<file path="src/rtl/clock_gen_pkg.sv">
// Shared definitions for the CPU clock generator: select limits, half-period
// lookup and the control-state encoding.
package pa_clock;

  localparam logic [2:0] CLK_SEL_MAX = 3'b111;

  typedef enum logic [1:0] {
    CG_RUN    = 2'd0,
    CG_PARKED = 2'd1,
    CG_STEP   = 2'd2
  } cg_state_t;

  function automatic logic [7:0] half_period(input logic [2:0] sel);
    return 8'd1 << sel;
  endfunction

endpackage

</file>
<file path="src/rtl/clock_gen_sync_ff.sv">
// N-stage flop chain for bringing asynchronous control inputs into the clk
// domain; all stages clear on arst.
module sync_ff #(
  parameter int STAGES = 2,
  parameter int W      = 1
) (
  input  logic         clk,
  input  logic         arst,
  input  logic [W-1:0] d,
  output logic [W-1:0] q
);

  logic [STAGES-1:0][W-1:0] chain;

  always_ff @(posedge clk or posedge arst) begin
    if (arst) begin
      chain <= '0;
    end else begin
      chain <= {chain[STAGES-2:0], d};
    end
  end

  assign q = chain[STAGES-1];

endmodule

</file>
<file path="src/rtl/clock_gen.sv">
// Programmable CPU clock generator: divides clk by 2^(clk_sel+1) with
// glitch-free ratio change and stop/start. Define CLOCK_STEP_EN to add step_req.
//
// state     | meaning
// CG_RUN    | clk_out toggling, ratio/stop sampled at each falling boundary
// CG_PARKED | clk_out held low, cnt held 0, waiting for stop_clk=0 (or a step)
// CG_STEP   | one single-shot period (H low, H high) while otherwise parked
module clock_gen
  import pa_clock::*;
#(
  parameter int SYNC_STAGES = 2,
  parameter int CNT_W       = 8
) (
  input  logic       clk,
  input  logic       arst,
  input  logic [2:0] clk_sel,
  input  logic       stop_clk,
`ifdef CLOCK_STEP_EN
  input  logic       step_req,
`endif
  output logic       clk_out,
  output logic       clk_en,
  output logic       running
);

  logic [2:0]       sel_s;
  logic             stop_s;
  logic [2:0]       active_sel;
  logic [CNT_W-1:0] cnt;
  logic             cnt_last;
  logic             step_rise;
  cg_state_t        state;

  sync_ff #(.STAGES(SYNC_STAGES), .W(3)) u_sync_sel (
    .clk  (clk),
    .arst (arst),
    .d    (clk_sel),
    .q    (sel_s)
  );

  sync_ff #(.STAGES(SYNC_STAGES), .W(1)) u_sync_stop (
    .clk  (clk),
    .arst (arst),
    .d    (stop_clk),
    .q    (stop_s)
  );

`ifdef CLOCK_STEP_EN
  logic step_s;
  logic step_d;

  sync_ff #(.STAGES(SYNC_STAGES), .W(1)) u_sync_step (
    .clk  (clk),
    .arst (arst),
    .d    (step_req),
    .q    (step_s)
  );

  always_ff @(posedge clk or posedge arst) begin
    if (arst) begin
      step_d <= 1'b0;
    end else begin
      step_d <= step_s;
    end
  end

  assign step_rise = step_s & ~step_d;
`else
  assign step_rise = 1'b0;
`endif

  assign cnt_last = (cnt == CNT_W'(half_period(active_sel) - 8'd1));

  always_ff @(posedge clk or posedge arst) begin
    if (arst) begin
      state      <= CG_RUN;
      cnt        <= '0;
      clk_out    <= 1'b0;
      clk_en     <= 1'b0;
      active_sel <= 3'b000;
      running    <= 1'b1;
    end else begin
      clk_en <= 1'b0;
      case (state)
        CG_RUN, CG_STEP: begin
          if (cnt_last) begin
            cnt     <= '0;
            clk_out <= ~clk_out;
            clk_en  <= ~clk_out;
            // falling edge is the only point where ratio and stop may change
            if (clk_out) begin
              active_sel <= sel_s;
              if (state == CG_STEP) begin
                state <= CG_PARKED;
              end else if (stop_s) begin
                state   <= CG_PARKED;
                running <= 1'b0;
              end
            end
          end else begin
            cnt <= cnt + CNT_W'(1);
          end
        end
        CG_PARKED: begin
          cnt     <= '0;
          clk_out <= 1'b0;
          if (!stop_s) begin
            active_sel <= sel_s;
            running    <= 1'b1;
            state      <= CG_RUN;
          end else if (step_rise) begin
            active_sel <= sel_s;
            state      <= CG_STEP;
          end
        end
        default: begin
          state <= CG_RUN;
        end
      endcase
    end
  end

endmodule

</file>
<file path="config.mk">
export PLATFORM = sky130hd
export DESIGN_NAME = clock_gen
export DESIGN_NICKNAME = d
export VERILOG_FILES = /design/src/rtl/clock_gen_pkg.sv /design/src/rtl/clock_gen_sync_ff.sv /design/src/rtl/clock_gen.sv
export SDC_FILE = /design/constraint.sdc
export NUM_CORES = 1
export LEC_CHECK = 0
export ABC_CLOCK_PERIOD_IN_PS = 2100
export BUFFER_PORTS_ARGS = -buffer_cell sky130_fd_sc_hd__clkbuf_2
export CAP_MARGIN = 20
export CORE_MARGIN = 5
export CORE_UTILIZATION = 33
export CTS_BUF_LIST = sky130_fd_sc_hd__clkbuf_4
export CTS_CLUSTER_DIAMETER = 200
export DETAILED_ROUTE_END_ITERATION = 12
export HOLD_SLACK_MARGIN = 0.02
export MAX_ROUTING_LAYER = met4
export PLACE_DENSITY = 0.5
export SLEW_MARGIN = 20
export SYNTH_ARGS = -nofsm -noshare
export SYNTH_HDL_FRONTEND = slang
export SYNTH_SLANG_ARGS = --single-unit
export TNS_END_PERCENT = 100
</file>
<file path="constraint.sdc">
create_clock -name clk -period 2.1 [get_ports clk]
set_clock_uncertainty 0.15 [all_clocks]
set_input_delay 0.21 -clock clk [delete_from_list [all_inputs] [get_ports clk]]
set_output_delay 0.21 -clock clk [all_outputs]
set_load 0.01 [all_outputs]
</file>
After elaboration in Yosys (flattened, before gate mapping)
Index checks and enable logic that the tools add are counted.
Widths: inputs -> output; s select.
Word-level totals
  bits in registers: 24
Operators by class
  reduce and logical (&&, ||, !) cells: 7
  shift-type cells: 1
  add/sub/neg operators: 2
  equal/unequal tests: 9
  bitwise logic cells: 1
  mux-type cells: 22
Operators with widths (number)
  $pmux 8 s2: 1
  $mux 2: 5
  $mux 3: 3
  $add 8x1->8 const B: 1
  $eq 8x8->1: 1
  $mux 1: 8
  $mux 8: 1
  $ne 2x2->1 const B: 4
  $reduce_and 4->1: 2
  $shl 1x3->8 const A: 1
  $sub 8x1->8 const B: 1
  $pmux 3 s2: 1
  $reduce_and 6->1: 1
  $pmux 1 s2: 2
  $pmux 2 s2: 1
  $ne 3x2->1 const B: 1
  $eq 2x1->1 const B: 1
  $eq 2x2->1 const B: 1
  $logic_not 2->1: 1
  $ne 2x1->1 const B: 1
  $reduce_and 2->1: 1
  $reduce_bool 2->1: 1
  $reduce_or 2->1: 1
  $not 1->1: 1

Depth between registers and ports, before layout
Gate-level depths: netlist of run 1.
  depth in word-level cells: 5
  depth in mapped cells: 6
  gate-level depth less buffers: 5

Modules after synthesis
Synthesis of run 1 repeated with hierarchy kept, for this count alone.
Second synthesis, totals
  cells, all modules: 96
  area, all modules: 1122.3 um^2
Modules (own cells, without submodules)
  clock_gen: area an instance 892.1 um^2, times used 1, cells an instance 83, seq. area each 376.6 um^2
  sync_ff at u_sync_sel: area an instance 176.4 um^2, times used 1, cells an instance 10, seq. area each 150.1 um^2
  sync_ff at u_sync_stop: area an instance 53.8 um^2, times used 1, cells an instance 3, seq. area each 50.0 um^2

Least setup slack after synthesis of run 1
Ideal clock, no wire load.
  path type: reg-to-reg
  start point: reg active_sel[2]
  end point: reg active_sel[0]
  required time: 1825 ps
  arrival time: 1948 ps
  cell stages (with the launch flop): 7
  setup slack: -123 ps
  cells stage by stage: dfrtp_1 > buf_6 > or4_4 > nor2_4 > o311ai_4 > o32a_4 > mux2_4
On the way
  longest elaborated chain between the ends: 5
Ends and longest elaborated chain
  start: declaration: line clock_gen.sv:28  | logic [2:0] active_sel;
  start signal: assignment: line clock_gen.sv:92  | active_sel <= sel_s;
  start signal: assignment: line clock_gen.sv:108  | active_sel <= sel_s;
  start signal: assignment: line clock_gen.sv:112  | active_sel <= sel_s;
  $shl 1x3->8: line clock_gen_pkg.sv:14  | return 8'd1 << sel;
  $sub 8x1->8: line clock_gen.sv:72  | assign cnt_last = (cnt == CNT_W'(half_period(active_sel) - 8'd1));
  $eq 8x8->1: line clock_gen.sv:72
  $ne 2x2->1 (no source line)
  $reduce_and 4->1 (no source line)
Every way passes these cells.
A chain may end at the register's enable or synchronous reset.

Final worst setup path of run 1
  start point: reg active_sel[1]
  end point: reg active_sel[0]
The elaborated chain is that of the path after synthesis.

==> results summary, run 1 <==
The total of warnings raised by yosys came out at 0. The maximum achievable frequency is ~470 MHz. The final reports fail on setup timing. The share of synthesized cell area in full adder, half adder and majority cells came out at approximately 1.2%.

The endpoint required time on the critical path is about 2.1 ns. TritonCTS built the clock tree. Routability-driven placement finished with a final weighted congestion of 0.800. In the final routed layout, each cell accounts on average for 12.4 um. The area enclosed by the die boundary is around 4500 um2. The largest fanout on the critical path came out at 5. Global routing used roughly 11% of the available tracks across all layers. The floorplan has 20 rows.

The largest single stage delay on the critical path is around 0.5 ns. The root buffer cell chosen for the clock tree is clkbuf_4. The type of the worst setup path is reg2reg. For this design the total switching power over the nets is slightly above 0.7 mW.

The synthesized flop and latch total came out at 23. The multiplexer share of the synthesized area came out at under 10%. Counting every net in the synthesized netlist gives 99. The placement-stage cell area is approximately 1200 um2. The ratio of routed vias to standard cells came out at about 4.8. The number of enable flip-flop cells after synthesis is 0. The global-route wire length before repair came out at roughly 3700 um. The total number of H-tree levels is 1. The DRC marker count from the first detailed-route iteration came out at 22. The clock reaches the later pin of the worst-skew pair after approximately 0.31 ns.

The number of nets still failing antenna checks after routing came out at 0. The post-synthesis to final-layout area growth is 23.2%. Wires add up to 2000 um. The share of the yosys chip area belonging to registers is a little over half.

The data arrival time of the critical path came out at roughly 2.2 ns. Net switching is 39.5% of the power. The number of global-route vias before repair is approximately 770. After Yosys synthesis, and, or, nand and nor cells account for roughly 15% of the synthesized area. The per-instance average area after synthesis is approximately 12 um2. The ratio of final minimum period to clock period came out at 101%.

Detailed routing inserted a total of slightly below 800 vias. For this configuration, the core starts out at a cell density of a little over a third. Across the run, the number of max-cap violations was 0. The repair_antennas step left the layout with diodes totalling 0. The buffer depth of the longest clock path is 2. The relative slew slack is 77.0%. The clock transition time at the flip-flop clock pins of the worst setup and hold paths came out at between 0.1 and 0.15 ns. The number of buffer cells added on primary ports came out at 8. The core box area came out at ~3100 um2. The kind of path behind the tightest hold check is reg2reg. The endpoint kind of the worst setup timing path is a flip-flop. Summing the areas of all compound-gate instances in the mapped netlist gives ~16% of the synthesized area. The number of buffers created by CTS is 3. In this run the register-to-register setup slack is -0.02 ns. The distinct cell type count of the synthesized netlist came out at between 40 and 50. The height of the die came out at between 60 and 70 um. After synthesis, the largest family of logic cells by area is compound AO/OA/AOI/OAI gates. The setup-violating endpoint count in the final report is 3. The max-slew violation count came to 0.

After legalization and detailed placement, the total HPWL measured roughly 1400 um. The worst setup path is launched from a flip-flop. The flow ran to the end, but the final reports show violations. The primary flip-flop cell chosen by synthesis mapping is dfrtp_1. The pre-CTS setup slack is -0.0110 ns.

The mapped netlist covers approximately 1100 um2. Internal power comes to approximately 1.1 mW. Setup repair after global routing could not meet its margin everywhere. The global route total overflow is 0. The number of remaining DRC errors came out at 0. Cells fill roughly 43% of the core in the end. In the synthesized netlist the async set-or-reset flop fraction comes to 100%. Sequential cells burn 38.1% of the power. The die is between 60 and 70 um wide. The maximum number of pins on one net before global-route repair came out at 24. For this run, the post-layout net count is ~130.

Summing all non-filler instances in the final layout gives an area of 1330 um2. The count of final hold-check violations was 0. Of the cells placed in the final design, the portion with a size suffix greater than 1 is a little under a third.

The actual slew at the worst max-slew pin came out at ~0.34 ns. The part of the total power dissipated in combinational logic is 51.1%. The worst path setup slack after routing is -0.0216 ns. The critical path goes through or4_4, nor2_4, o311ai_4, o32a_4, mux2_4. The clock network burns 10.8% of the power.

The filler cells instantiated in the layout total 316. The TritonCTS sink count came out at 23. VDD sags by at most between 0.6 and 0.7 mV. Counting I/O delays and the setup requirement, the final critical path takes 2.12 ns.

In this run the static leakage power is between 0.5 and 0.6 nW. For this design the ratio of total power to cell area is 1390 nW/um2. The slowest stage of the critical path belongs to the cell or4_4. Of the total synthesized cell area, the portion taken by XOR and XNOR cells is around 5.7%. The number of cells produced by synthesis came out at 92. The number of detailed-routing iterations run before antenna repair is 4. The number of primary I/O pins is 9. The initial antenna violation count came out at 0.
[what timing repair did]
item,CTS,global route
endpoints found under the hold margin,26,0
pin swaps,0,1
endpoints found under the setup margin,4,14
hold buffers,5,0
resized for setup,0,4
setup buffers,0,1
[power groups by stage]
stage,registers (mW),clock network (mW),logic (mW)
2_1_floorplan,0.697,0,0.622
3_3_place_gp,0.712,0,0.862
3_5_place_dp,0.713,0,0.867
4_1_cts,0.702,0.209,0.891
5_1_grt,0.725,0.231,1.04
6_report,0.702,0.199,0.941
[cell type report]
type                            instances  area (um2)  share of cell area [%]
Timing Repair Buffer                   25         184                    13.8
Multi-Input combinational cell         59         462                    34.7
Clock inverter                          1        5.00                   0.377
Inverter                                6        22.5                    1.69
Sequential cell                        23         578                    43.5
Tap cell                               44        55.1                    4.14
Clock buffer                            3        22.5                    1.69
[per-layer routing]
metal / GRT usage, % / wire [um]
met5: - / 0
met4: 2.28 / 15
met1: 15.5 / 914
met3: 2.50 / 75
met2: 16.8 / 992
[cells in the mapped netlist (2+ instances only)]
cell type,number,share of area [%]
nand2_1,2,0.70
inv_1,5,1.7
xnor2_1,3,2.4
xor2_1,4,3.2
mux2_4,3,4.2
nor2_1,8,2.8
a21oi_1,6,2.8
and3_1,3,1.7
dfrtp_1,22,51
nand3_1,5,2.3
[worst paths after layout]
path,start,cells past startpoint,end
hold / removal,u_sync_stop.chain[0],0,u_sync_stop.q
hold reg to reg,u_sync_stop.chain[0],0,u_sync_stop.q
setup / recovery,active_sel[1],5,active_sel[0]
max in group asynchronous,arst,4,running
setup reg to reg,active_sel[1],5,active_sel[0]
min in group asynchronous,arst,4,clk_out
[cell usage in the layout, fill, tap and decap left out, types with 2 or more instances in the layout]
| cell type | Yosys | layout |
|---|---|---|
| clkbuf_4 | 0 | 3 |
| and3_1 | 3 | 3 |
| xor2_1 | 4 | 4 |
| buf_4 | 1 | 11 |
| nor2_1 | 8 | 8 |
| inv_1 | 5 | 5 |
| nand3_1 | 5 | 5 |
| xnor2_1 | 3 | 3 |
| mux2_4 | 3 | 3 |
| nand2_1 | 2 | 2 |
| clkbuf_2 | 0 | 8 |
| dlygate4sd3_1 | 0 | 5 |
| dfrtp_1 | 22 | 21 |
| a21oi_1 | 6 | 5 |
[through the flow]
step | hold WS [ns] | power (mW) | instances | setup TNS [ns]
final | 0.213 | 1.84 | 161 | -0.0559
after global routing | 0.223 | 2.00 | 161 | -0.267
after CTS | 0.218 | 1.80 | 160 | -0.0659
after detailed placement | 0.0983 | 1.58 | 151 | -0.0110
after global placement | 0.0930 | 1.57 | 151 | 0
after floorplan | 0.0612 | 1.32 | 92 | -0.226
[sequential cells by signal (all words and copies together), names as in the netlist]
name,count
u_sync_stop.q,1
clk_out,1
u_sync_sel.q,3
state,1
u_sync_sel.chain,3
clk_en,1
active_sel,3
running,1
u_sync_stop.chain,1
cnt,8
[cell families (layout without fill, tap and decap cells)]
group | count (synthesis) | after routing
XOR/XNOR | 7 | 7
AND/OR/NAND/NOR | 29 | 29
flip-flops | 23 | 23
buffers and inverters | 10 | 35
multiplexers | 3 | 3
adder cells (fa/ha/maj) | 1 | 1
AO/OA/AOI/OAI | 19 | 19
[critical path, delay by kind of cell (launching register included)]
| kind | cells | cell delay [ns] |
|---|---|---|
| muxes | 1 | 0.30 |
| AOI/OAI and AO/OA | 2 | 0.50 |
| and+or+nand+nor | 2 | 0.61 |
| DFF | 1 | 0.46 |
Note: power is estimated with default switching activity, not from simulation.
==> inputs of run 2 (changes only) <==
Settings changed: CORE_UTILIZATION 33 to 50, PLACE_DENSITY 0.5 to 0.7.
==> results summary, run 2 (synthesis results as in run 1) <==
The actual slew at the worst max-slew pin is 0.290 ns (was 0.342 ns). The number of buffers created by CTS is 3 (unchanged). The count of final hold-check violations came to 0 (unchanged).

The die boundary width is 56.4 um (was 67.2 um). The number of buffer cells added on primary ports was 8 (unchanged). The relative slew slack is 80.4% (was 77.0%). The number of cell rows was 16 (was 20). Unrepaired setup endpoints after global routing: yes (unchanged).

The post-synthesis to final-layout area growth is 23.7% (was 23.2%). The via total after detailed routing is 756 (was 770). The HPWL after detailed placement came out at 1400 um (was 1440 um).

The ratio of routed vias to standard cells is 5.18 (was 4.78). The leakage power summed over all cells came out at 0.604 nW (was 0.598 nW). The pre-CTS setup slack came out at -0.0117 ns (was -0.0110 ns).

Highest-count cells in the layout ignoring fill and taps: 21 x dfrtp_1, 13 x buf_4, 8 x nor2_1, 8 x clkbuf_2, 6 x a21oi_1 (was 21 x dfrtp_1, 11 x buf_4, 8 x nor2_1, 8 x clkbuf_2). The number of fill cells is 157 (was 316). The area enclosed by the die boundary came out at 3190 um2 (was 4510 um2).

Result of the run: finished, violations left (unchanged). The number of primary I/O pins came to 9 (unchanged). The power density over the cells is 1420 nW/um2 (was 1390 nW/um2). The max-capacitance violation count came out at 0 (unchanged). The core box area was 2000 um2 (was 3100 um2). The final critical delay including setup and external delays is 2.13 ns (was 2.12 ns).

The initial core utilization came out at 53.9% (was 34.8%). The clock transition time at the flip-flop clock pins of the worst setup and hold paths is 0.13 ns (was 0.12 ns). The buffer depth of the longest clock path came out at 2 (unchanged). The placement-stage cell area is 1230 um2 (about the same). The setup-violating endpoint count in the final report is 3 (unchanged). The data arrival time of the critical path is 2.18 ns (was 2.16 ns). The TritonCTS sink count was 23 (unchanged). The largest fanout on the critical path came out at 5 (unchanged). The number of antenna cells inserted is 0 (unchanged).

The initial antenna violation count is 0 (unchanged). The cell area after layout is 1330 um2 (about the same). The most common library cell in the layout ignoring fill and taps is dfrtp_1 (unchanged). The final hold slack is 0.214 ns (was 0.213 ns). The total wire length after detailed routing is 1970 um (was 2000 um).

The global placement routability congestion came to 0.833 (was 0.800). The startpoint type of the worst setup path is a flip-flop (unchanged). The kind of path behind the tightest hold check was reg2reg (unchanged). The source-to-sink clock delay at the later pin of the worst-skew pair came out at 0.30 ns (was 0.31 ns). The number of nets in the layout came out at 127 (was 125). The global route total overflow came to 0 (unchanged). The fraction of final layout cells sized beyond drive strength 1 came out at 32.8% (was 31.6%). The number of global-route vias before repair came out at 765 (was 766). The endpoint required time on the critical path is 2.15 ns (was 2.14 ns).

The max-slew violation count came to 0 (unchanged). The worst ir drop on vdd came out at 0.987 mV (was 0.682 mV). The number of flip-flops under the largest register name was 8 (unchanged). Failing checks: setup timing (unchanged).

The global-route wire length before repair is 3420 um (was 3650 um). The ratio of final minimum period to clock period came out at 101% (about the same). The CTS tree is yes (unchanged). The post-CTS repair timing setup buffer count was 0 (unchanged). The type of the worst setup path is reg2reg (unchanged). The maximum number of pins on one net before global-route repair came out at 24 (unchanged). The combined global-route utilization of all metal layers is 14.1% (was 11.2%). The worst path setup slack after routing came to -0.0258 ns (was -0.0216 ns). The total number of H-tree levels was 1 (unchanged). The clock root buffer is clkbuf_4 (unchanged).

The number of remaining DRC errors is 0 (unchanged). The average wire per standard cell came out at 13.5 um (was 12.4 um). The endpoint kind of the worst setup timing path is a flip-flop (unchanged). The number of nets still failing antenna checks after routing came out at 0 (unchanged). The height of the die is 56.4 um (was 67.2 um).

The register containing the most flip-flops in the final layout was cnt (unchanged). The number of detailed-routing iterations run before antenna repair came to 4 (unchanged). The maximum achievable frequency came out at 470 MHz (was 471 MHz). The DRC marker count from the first detailed-route iteration is 6 (was 22).
## run 2: final cells by class
| cell class | count | area [um2] | share of cell area (%) |
|---|---|---|---|
| multi-input combinational | 59 | 470 | 35.3 |
| clock buffer | 3 | 22.5 | 1.69 |
| sequential | 23 | 578 | 43.3 |
| clock inverter | 1 | 7.51 | 0.563 |
| timing repair buffer | 27 | 199 | 14.9 |
| tap | 27 | 33.8 | 2.53 |
| inverter | 6 | 22.5 | 1.69 |
## run 2: worst max-delay path, stage by stage (launching register included)
cell      delay (ns)
dfrtp_2         0.47
or4_4           0.50
nor2_4          0.11
o311ai_4        0.13
o32a_4          0.36
mux2_4          0.31
## run 2: per-layer routing
metal	global-route usage [%]	vias to the layer above	part of all wire (%)
met5	-	-	0
met4	5.08	0	0.96
met3	2.98	2	2.1
met2	22.3	6	51
met1	17.7	371	46
li1	-	377	-
## run 2: final timing paths
kind / start / to / slack, ns / cells past startpoint
max: active_sel[1] / active_sel[0] / -0.03 / 5
max in group asynchronous: arst / running / 1.23 / 4
min reg2reg: u_sync_sel.chain[0] / u_sync_sel.q[0] / 0.21 / 0
max reg2reg: active_sel[1] / active_sel[0] / -0.03 / 5
min in group asynchronous: arst / state[0] / 0.30 / 4
min: u_sync_sel.chain[0] / u_sync_sel.q[0] / 0.21 / 0
## run 2: timing repair
| item | 4_1_cts | 5_1_grt |
|---|---|---|
| gates resized for setup | 0 | 5 |
| hold endpoints to repair | 27 | 0 |
| pin swaps | 1 | 0 |
| endpoints found under the setup margin | 4 | 13 |
| cloned | 0 | 0 |
| hold buffers | 5 | 0 |
## run 2: per-stage QoR
| stage | util, % | std cells | TNS [ns] | total power [mW] |
|---|---|---|---|---|
| 2_1_floorplan | - | 92 | -0.226 | 1.32 |
| 3_3_place_gp | 61.4 | 137 | 0 | 1.62 |
| 3_5_place_dp | 61.4 | 137 | -0.0170 | 1.64 |
| 4_1_cts | 65.4 | 146 | -0.0755 | 1.86 |
| 5_1_grt | 66.6 | 146 | -0.363 | 2.05 |
| 6_report | 66.6 | 146 | -0.0548 | 1.90 |
## run 2: power breakdown
part	internal [mW]	leakage [nW]	switching [mW]	total (mW)
Combinational	0.492	0.311	0.502	0.994
Sequential	0.583	0.279	0.114	0.697
Clock	0.0724	0.0139	0.132	0.204
==> inputs of run 3 (changes only) <==
Settings changed: CORE_MARGIN 5 to 2.
==> results summary, run 3 (synthesis results as in run 1) <==
Result of the run: finished, violations left (unchanged). Failing checks: setup timing (unchanged). The register containing the most flip-flops in the final layout is cnt (unchanged).

The TritonCTS sink count came out at 23 (unchanged). The post-synthesis to final-layout area growth is 21.3% (was 23.7%). The number of cell rows is 16 (unchanged). The number of nets still failing antenna checks after routing is 0 (unchanged). The combined buffer and inverter count along the critical path is 0 (unchanged). The startpoint type of the worst setup path was a flip-flop (unchanged). The worst path setup slack after routing came out at -0.0678 ns (was -0.0258 ns).

The hold path startpoint is u_sync_sel.chain[0] (unchanged). The core box area came out at 2000 um2 (unchanged). Unrepaired setup endpoints after global routing: yes (unchanged). The combined global-route utilization of all metal layers is 18.6% (was 14.1%).

The initial antenna violation count is 0 (unchanged). The source-to-sink clock delay at the later pin of the worst-skew pair came out at 0.32 ns (was 0.30 ns). The area enclosed by the die boundary is 2540 um2 (was 3190 um2). The number of buffers created by CTS came out at 3 (unchanged).

The post-layout total power came out at 1.84 mW (was 1.90 mW). The height of the die was 50.4 um (was 56.4 um). The number of remaining DRC errors came out at 0 (unchanged). The internal power component is 1.11 mW (was 1.15 mW).

The pre-CTS setup slack was -0.0532 ns (was -0.0117 ns). Highest-count cells in the layout ignoring fill and taps: 20 x dfrtp_1, 12 x buf_4, 8 x nor2_1, 8 x clkbuf_2 (was 21 x dfrtp_1, 13 x buf_4, 8 x nor2_1, 8 x clkbuf_2, 6 x a21oi_1). The total wire length after detailed routing came to 1920 um (was 1970 um).

The worst reg2reg path startpoint is active_sel[0] (was active_sel[1]). The net switching share of the total power came out at 39.5% (about the same). The max-capacitance violation count was 0 (unchanged). The max-slew violation count was 0 (unchanged). The part of the power in registers came to 38.7% (was 36.8%).

The global placement routability congestion is 0.879 (was 0.833). The ratio of final minimum period to clock period is 103% (was 101%). The initial core utilization came out at 53.9% (unchanged). The cell at the slowest stage of the critical path was or4_4 (unchanged). The leakage power summed over all cells is 0.592 nW (was 0.604 nW). The net switching power of the design came to 0.726 mW (was 0.748 mW). The number of buffer cells added on primary ports came out at 8 (unchanged). The number of global-route vias before repair is 782 (was 765). The actual slew at the worst max-slew pin came out at 0.349 ns (was 0.290 ns). The endpoint required time on the critical path is 2.16 ns (was 2.15 ns). The clock transition time at the flip-flop clock pins of the worst setup and hold paths is 0.13 ns (about the same). The number of primary I/O pins is 9 (unchanged). The maximum number of pins on one net before global-route repair is 24 (unchanged). The setup slack of the most critical reg-to-reg path came out at -0.07 ns (was -0.03 ns). The final critical delay including setup and external delays came to 2.17 ns (was 2.13 ns). The critical path launch point is active_sel[0] (was active_sel[1]). The part of the total power dissipated in the clock network is 11.4% (was 10.8%). The largest fanout on the critical path came out at 4 (was 5).

The family with the most delay on the worst path is simple AND/OR/NAND/NOR gates (unchanged). The type of the worst setup path is reg2reg (unchanged). The maximum achievable frequency is 461 MHz (was 470 MHz). The global-route wire length before repair came out at 3350 um (was 3420 um). The average wire per standard cell is 13.4 um (was 13.5 um). The global route total overflow is 0 (unchanged). The CTS tree is yes (unchanged). The data arrival time of the critical path is 2.22 ns (was 2.18 ns). The number of detailed-routing iterations run before antenna repair is 3 (was 4). The total number of H-tree levels is 1 (unchanged). The critical path's largest stage delay is 0.53 ns (was 0.50 ns).

The via total after detailed routing came to 736 (was 756). The number of flip-flops under the largest register name came out at 8 (unchanged). The power density over the cells is 1410 nW/um2 (was 1420 nW/um2). The fraction of final layout cells sized beyond drive strength 1 came out at 33.3% (was 32.8%). The count of final hold-check violations is 0 (unchanged). The ratio of routed vias to standard cells came out at 5.11 (was 5.18). The most common library cell in the layout ignoring fill and taps is dfrtp_1 (unchanged). Ordered list of cells on the worst path: or4_4, nor2_4, o311ai_4, o32a_4, mux2_4 (unchanged).

The worst ir drop on vdd is 0.690 mV (was 0.987 mV). The final hold slack is 0.214 ns (about the same). The summed negative setup slack over all endpoints is -0.201 ns (was -0.0548 ns). The setup-violating endpoint count in the final report came out at 4 (was 3). The DRC marker count from the first detailed-route iteration came out at 13 (was 6). The part of the total power dissipated in combinational logic came to 50.0% (was 52.4%). The die boundary width was 50.4 um (was 56.4 um). The relative slew slack was 76.5% (was 80.4%). The HPWL after detailed placement came out at 1430 um (was 1400 um). The final core utilization is 65.4% (was 66.6%). The clock root buffer is clkbuf_4 (unchanged). The number of nets in the layout is 125 (was 127).

The buffer depth of the longest clock path is 2 (unchanged). The kind of path behind the tightest hold check is reg2reg (unchanged). The endpoint kind of the worst setup timing path is a flip-flop (unchanged). The number of antenna cells inserted came to 0 (unchanged).
run 3: final cells by class:
class	instances	area [um2]
clock buffer	3	22.5
clock inverter	1	7.51
fill	153	693
inverter	6	22.5
multi-input combinational	59	463
sequential	23	579
tap	27	33.8
timing repair buffer	25	180
run 3: repair_timing:
action | in CTS | in global routing
pin swaps | 1 | 0
setup endpoints to repair | 4 | 14
hold endpoints to repair | 27 | 0
setup buffers | 1 | 0
hold buffers | 5 | 0
gates cloned | 0 | 0
resized for setup | 0 | 5
run 3: layer usage:
layer / part of all wire [%] / vias to the layer above / GRT usage (%) / wire [um]
met4: 1.8 / 0 / 8.11 / 34
met5: 0 / - / - / 0
met1: 48 / 350 / 23.0 / 918
met2: 49 / 9 / 29.8 / 935
met3: 1.9 / 4 / 3.57 / 36
li1: - / 373 / - / -
run 3: final timing paths:
| kind | end | depth (start not counted) |
|---|---|---|
| min in group asynchronous | cnt[0] | 4 |
| min reg2reg | u_sync_sel.q[0] | 0 |
| max in group asynchronous | running | 4 |
| max | active_sel[1] | 5 |
| max reg2reg | active_sel[1] | 5 |
| min | u_sync_sel.q[0] | 0 |
run 3: power by group through the flow:
stage	combinational [mW]	sequential [mW]	clock [mW]
final	0.920	0.711	0.209
after global routing	1.01	0.733	0.235
after global placement	0.847	0.710	0
after CTS	0.894	0.708	0.214
after floorplan	0.622	0.697	0
after detailed placement	0.866	0.719	0
run 3: per-stage QoR:
| stage | cells | cell area [um2] |
|---|---|---|
| after detailed placement | 134 | 1210 |
| after CTS | 144 | 1290 |
| after global routing | 144 | 1310 |
| after floorplan | 92 | 1080 |
| final | 144 | 1310 |
| after global placement | 134 | 1210 |
